==> src/rtl/mask_pixel_feeder.sv <==
// ============================================================================
// Module   : mask_pixel_feeder
// Function : Frame store for the Mask filter. The host loads one frame, then
//            the block streams it in raster order under busy back-pressure.
//            Option macro FEEDER_CHECKSUM_EN adds a 16-bit pixel checksum port.
// Revision : 1.0 - initial release
// ============================================================================
`timescale 1ns/1ps
`default_nettype none

module mask_pixel_feeder #(
   parameter int N_PIX = 256,
   parameter int AW    = 8,
   parameter int DW    = 8
) (
   input  logic          clk,
   input  logic          rst,
   input  logic          wr_en,
   input  logic [AW-1:0] wr_addr,
   input  logic [DW-1:0] wr_data,
   input  logic          start,
   input  logic          busy,
   output logic [DW-1:0] data_out,
   output logic          pix_valid,
   output logic          feeding,
   output logic          idle,
   output logic          done
`ifdef FEEDER_CHECKSUM_EN
   ,output logic [15:0]  checksum
`endif
);

   localparam int          c_IW   = (N_PIX > 1) ? $clog2(N_PIX) : 1;
   localparam logic [AW:0] c_NPIX = (AW+1)'(N_PIX);

   typedef enum logic [1:0] {
      S_IDLE = 2'd0,
      S_FEED = 2'd1,
      S_DONE = 2'd2
   } state_t;

   state_t            r_state;
   state_t            w_state_nxt;
   logic [c_IW-1:0]   r_rd_ptr;
   logic [DW-1:0]     r_mem [0:N_PIX-1];
   logic              w_wr_ok;
   logic              w_consume;
   logic              w_last;
   logic [DW-1:0]     w_pix;

   assign w_wr_ok = ({1'b0, wr_addr} < c_NPIX);
   assign w_pix   = r_mem[r_rd_ptr];
   assign w_last  = (r_rd_ptr == {c_IW{1'b1}});

   always_ff @(posedge clk) begin
      if (rst) begin
         r_state  <= S_IDLE;
         r_rd_ptr <= '0;
      end else begin
         r_state <= w_state_nxt;
         if (w_consume)
            r_rd_ptr <= r_rd_ptr + 1'b1;
         else if (r_state != S_FEED)
            r_rd_ptr <= '0;
      end
   end

   // Frame store is deliberately not reset; it is write-protected outside IDLE.
   always_ff @(posedge clk) begin
      if (r_state == S_IDLE && wr_en && w_wr_ok)
         r_mem[wr_addr[c_IW-1:0]] <= wr_data;
   end

   always_comb begin
      w_state_nxt = r_state;
      w_consume   = 1'b0;
      data_out    = '0;
      pix_valid   = 1'b0;
      feeding     = 1'b0;
      idle        = 1'b0;
      done        = 1'b0;
      case (r_state)
         S_IDLE: begin
            idle = 1'b1;
            if (start)
               w_state_nxt = S_FEED;
         end
         S_FEED: begin
            feeding   = 1'b1;
            data_out  = w_pix;
            pix_valid = !busy;
            w_consume = !busy;
            if (!busy && w_last)
               w_state_nxt = S_DONE;
         end
         S_DONE: begin
            done        = 1'b1;
            w_state_nxt = S_IDLE;
         end
         default: begin
            w_state_nxt = S_IDLE;
         end
      endcase
   end

`ifdef FEEDER_CHECKSUM_EN
   logic [15:0] r_checksum;

   always_ff @(posedge clk) begin
      if (rst)
         r_checksum <= '0;
      else if (r_state == S_IDLE && start)
         r_checksum <= '0;
      else if (w_consume)
         r_checksum <= r_checksum + 16'(data_out);
   end

   assign checksum = r_checksum;
`endif

endmodule

`default_nettype wire

==> config.mk <==
export PLATFORM = sky130hd
export DESIGN_NAME = mask_pixel_feeder
export DESIGN_NICKNAME = d
export VERILOG_FILES = /design/src/rtl/mask_pixel_feeder.sv
export SDC_FILE = /design/constraint.sdc
export NUM_CORES = 2
export LEC_CHECK = 0
export ABC_AREA = 1
export CAP_MARGIN = 20
export CORE_ASPECT_RATIO = 2
export CORE_MARGIN = 2
export CORE_UTILIZATION = 55
export CTS_BUF_LIST = sky130_fd_sc_hd__clkbuf_8 sky130_fd_sc_hd__clkbuf_16
export CTS_CLUSTER_DIAMETER = 40
export DETAILED_ROUTE_END_ITERATION = 10
export PLACE_DENSITY = 0.71
export SLEW_MARGIN = 20
export SYNTH_ARGS = -nofsm -noshare
export SYNTH_HDL_FRONTEND = slang
export SYNTH_SLANG_ARGS = --single-unit
==> constraint.sdc <==
create_clock -name clk -period 5.5 [get_ports clk]
set_clock_uncertainty 0.2 [all_clocks]
set_input_delay 1.1 -clock clk [delete_from_list [all_inputs] [get_ports clk]]
set_output_delay 1.1 -clock clk [all_outputs]
set_load 0.03 [all_outputs]
==> summary.md <==
| Metric | Value |
|---|---|
| Most common cell after layout, fill and taps aside | nand2_1 |
| Critical-path maximum fanout | 105 |
| # IOs | 33 |
| Yosys warns | 0 |
| Total nets after synthesis | 7099 |
| Placed Instances | 8716 |
| Layout cells sized above 1 | 6.00% |
| Peak supply drop | 0.000288 V |
| Number of synthesized flops with an enable pin | 2048 |
| Max_slew headroom | 22.0% |
| Fmax | 0.184 GHz |
| Placeable Area | 0.151 mm^2 |
| DRT iter0 DRCs | 7173 |
| Post-synth ARST share | 0% |
| Hold Buf Count CTS | 0 |
| Status | complete, no violations |
| Die Width | 280 um |
| Clock sink count | 2066 |
| # DRC | 0 |
| Skew-Pair Late Insertion Delay | 0.81 ns |
| Crit-path most repeated cell | nand3_1 |
| H-tree Lvls | 4 |
| P&R area growth vs syn | 9.25% |
| Post-synth top area share | 73.3% |
| Die footprint | 0.156 mm^2 |
| CTS root buf | clkbuf_16 |
| Tot GR Track Use | 29.6% |
| Largest net degree at the start of global routing | 159 |
| Port Buffers | 32 |
| First-pass GRT wire length | 339000 um |
| Final slew viol count | 0 |
| Routed vias | 55.4k |
| Max_cap viols | 0 |
| Crit-path max cell delay | 0.44 ns |
| Most frequent cells in the layout | nand2_1 (2089), edfxtp_1 (2048), nand3_1 (1932) |
| Final Hold Vio Count | 0 |
| Most common flop cell mapped by yosys | edfxtp_1 |
| R2R depth | 4 |
| Number of routed nets with antenna violations | 0 |
| CP Launch Type | register |
| Reg2reg setup slack | 2.13 ns |
| Syn Area/Cell | 11.8 um^2 |
| Number of buffers created by CTS | 174 |
| Period utilisation layout | 98.7% |
| Setup WS post-layout | 0.0697 ns |
| Drt pass-1 iters | 8 |
| Worst hold path class | reg -> reg |
| FF-to-FF Start | r_state[0] |
| Hold Crit Start | r_rd_ptr[3] |
| Kind of critical path | reg -> out |
| Fill count | 11.4k |
| RSZ-0062 raised after global routing | false |
| Post-Route Utilization | 60.5% |
| Final non-filler cell total | 9037 |
| Unique masters post-synth | 25 |
| WHS Path Cells | 2 |
| Vias/cell | 6.13 |
| Die Y | 556 um |
| Lkg Pwr | 0.0315 uW |
| Nature of the critical path endpoint | primary output |
| Setup_tns | 0 ns |
| DP HPWL | 136000 um |
| Clock buffer depth | 4 |
| Final setup fails | 0 |
| CP Cell Sequence | buf_12 -> clkinv_16 -> buf_12 -> buf_4 -> nand2_1 -> nand3_1 -> nand3_1 -> nand3_1 -> nand3_1 -> nand3_1 -> nand3_1 -> nand2_1 -> nor2_1 -> nor2_2 -> buf_12 |
| Synth area leader | edfxtp_1 |
| Area contributors post-synth | edfxtp_1 (73%), nand3_1 (12%), nand2_1 (9.4%) |
| Pre-CTS setup slack | 0.736 ns |
| CP max-delay cell | nor2_1 |
| Slew at the pin closest to its max-slew limit | 1.17 ns |
| Vias in the first global route | 54.2k |
| CTS tree | done |
| Worst EP required | 4.20 ns |
| GPL Wtd Cong | 0.923 |
| FF/Latch Area | 0.0619 mm^2 |
| Clock transition at the registers of the reported paths | 0.07 ns |
| Seq/Total Area, Yosys | 73.8% |
| Power per standard cell area | 331 mW/mm^2 |
| Fin nets | 6982 |
| Initial antenna violation count | 7 |
| Synthesized area | 0.0839 mm^2 |
| Core Rows | 202 |
| Grt total ovfl | 0 |
| Starting Density | 55.4% |
| Post-Syn Instances | 7077 |
| Worst R2R End | r_mem[167][1] |
| Area of the multi-input gates | 0.0194 mm^2 |
| Tmin final | 5.43 ns |
| WP data arrival | 4.13 ns |
| Routed len/inst | 25.6 um |
| FF+latch count, synth | 2066 |
| WL final | 231000 um |
[repair_timing]
item	in CTS	in global routing
resized for setup	4	10
gates cloned	0	0
buffers inserted	6	0
setup endpoints to repair	8	7
[flip-flops by register name (all words and copies together), names as in the netlist, named ones only]
register,cells
r_mem,2048
r_rd_ptr,8
r_state,2
[stage by stage]
stage | instance area [um^2] | total power (uW) | hold slack [ns]
finish | 91600 | 30300 | 0.288
global route | 91600 | 31000 | 0.319
CTS | 91600 | 30400 | 0.292
detailed placement | 86000 | 18600 | 0.279
global placement | 86000 | 18600 | 0.268
floorplan | 83900 | 18100 | 0.250
[routing by layer]
| layer | global-route usage (%) | up-vias | wire length [um] |
|---|---|---|---|
| met5 | 0 | - | 61 |
| met4 | 21.6 | 10 | 18700 |
| met3 | 4.23 | 772 | 18600 |
| met2 | 50.7 | 2985 | 117000 |
| met1 | 33.7 | 26900 | 76700 |
| li1 | - | 24800 | - |
[where the power goes]
group	internal, uW	switching [uW]	leakage [uW]
logic	215	792	0.0101
registers	17300	4.89	0.0186
clock network	6560	5430	0.00285
total	24100	6230	0.0315
[layout make-up]
type                       count  area share (%)
sequential                  2066            67.5
multi-input combinational   4480            21.2
clock buffer                 180            4.90
tap                         1938            2.65
timing repair buffer         189            2.44
clock inverter               131            1.03
inverter                      49           0.254
antenna                        4          0.0109
[cell usage after synthesis (all sizes together), types with 2 or more instances]
cell type  count
nor3b          2
a21oi         24
inv           47
clkinv         2
nor3           3
dfxtp         18
nand3       1932
nand2       2093
o21ai         34
clkbuf       149
nor2         372
edfxtp      2048
buf          333
o22ai         16
[worst max path at each step]
stage	start	end	slack [ns]	cells past startpoint
floorplan	register	data_out[0]	2.32	15
global placement	register	data_out[7]	0.71	13
global route	register	data_out[0]	0.008	11
finish	register	data_out[0]	0.07	15
CTS	register	data_out[2]	0.03	15
detailed placement	register	data_out[7]	0.74	13
[kinds of logic (layout without fill, tap and decap cells)]
group / after synthesis / count (layout) / synth area share, %
other cells: 0 / 4 / 0
compound gates: 75 / 75 / 0.474
fa+ha+maj: 1 / 1 / 0.0149
buf+inv: 531 / 549 / 3.13
simple gates: 4404 / 4404 / 22.6
flops: 2066 / 2066 / 73.8
[worst max-delay path, delay by kind of cell (launching register included)]
kind                   cells  cell delay [ns]
DFF                        1             0.36
buffers and inverters      5             1.14
and+or+nand+nor           10             1.67
(Power assumes the default switching activity.)
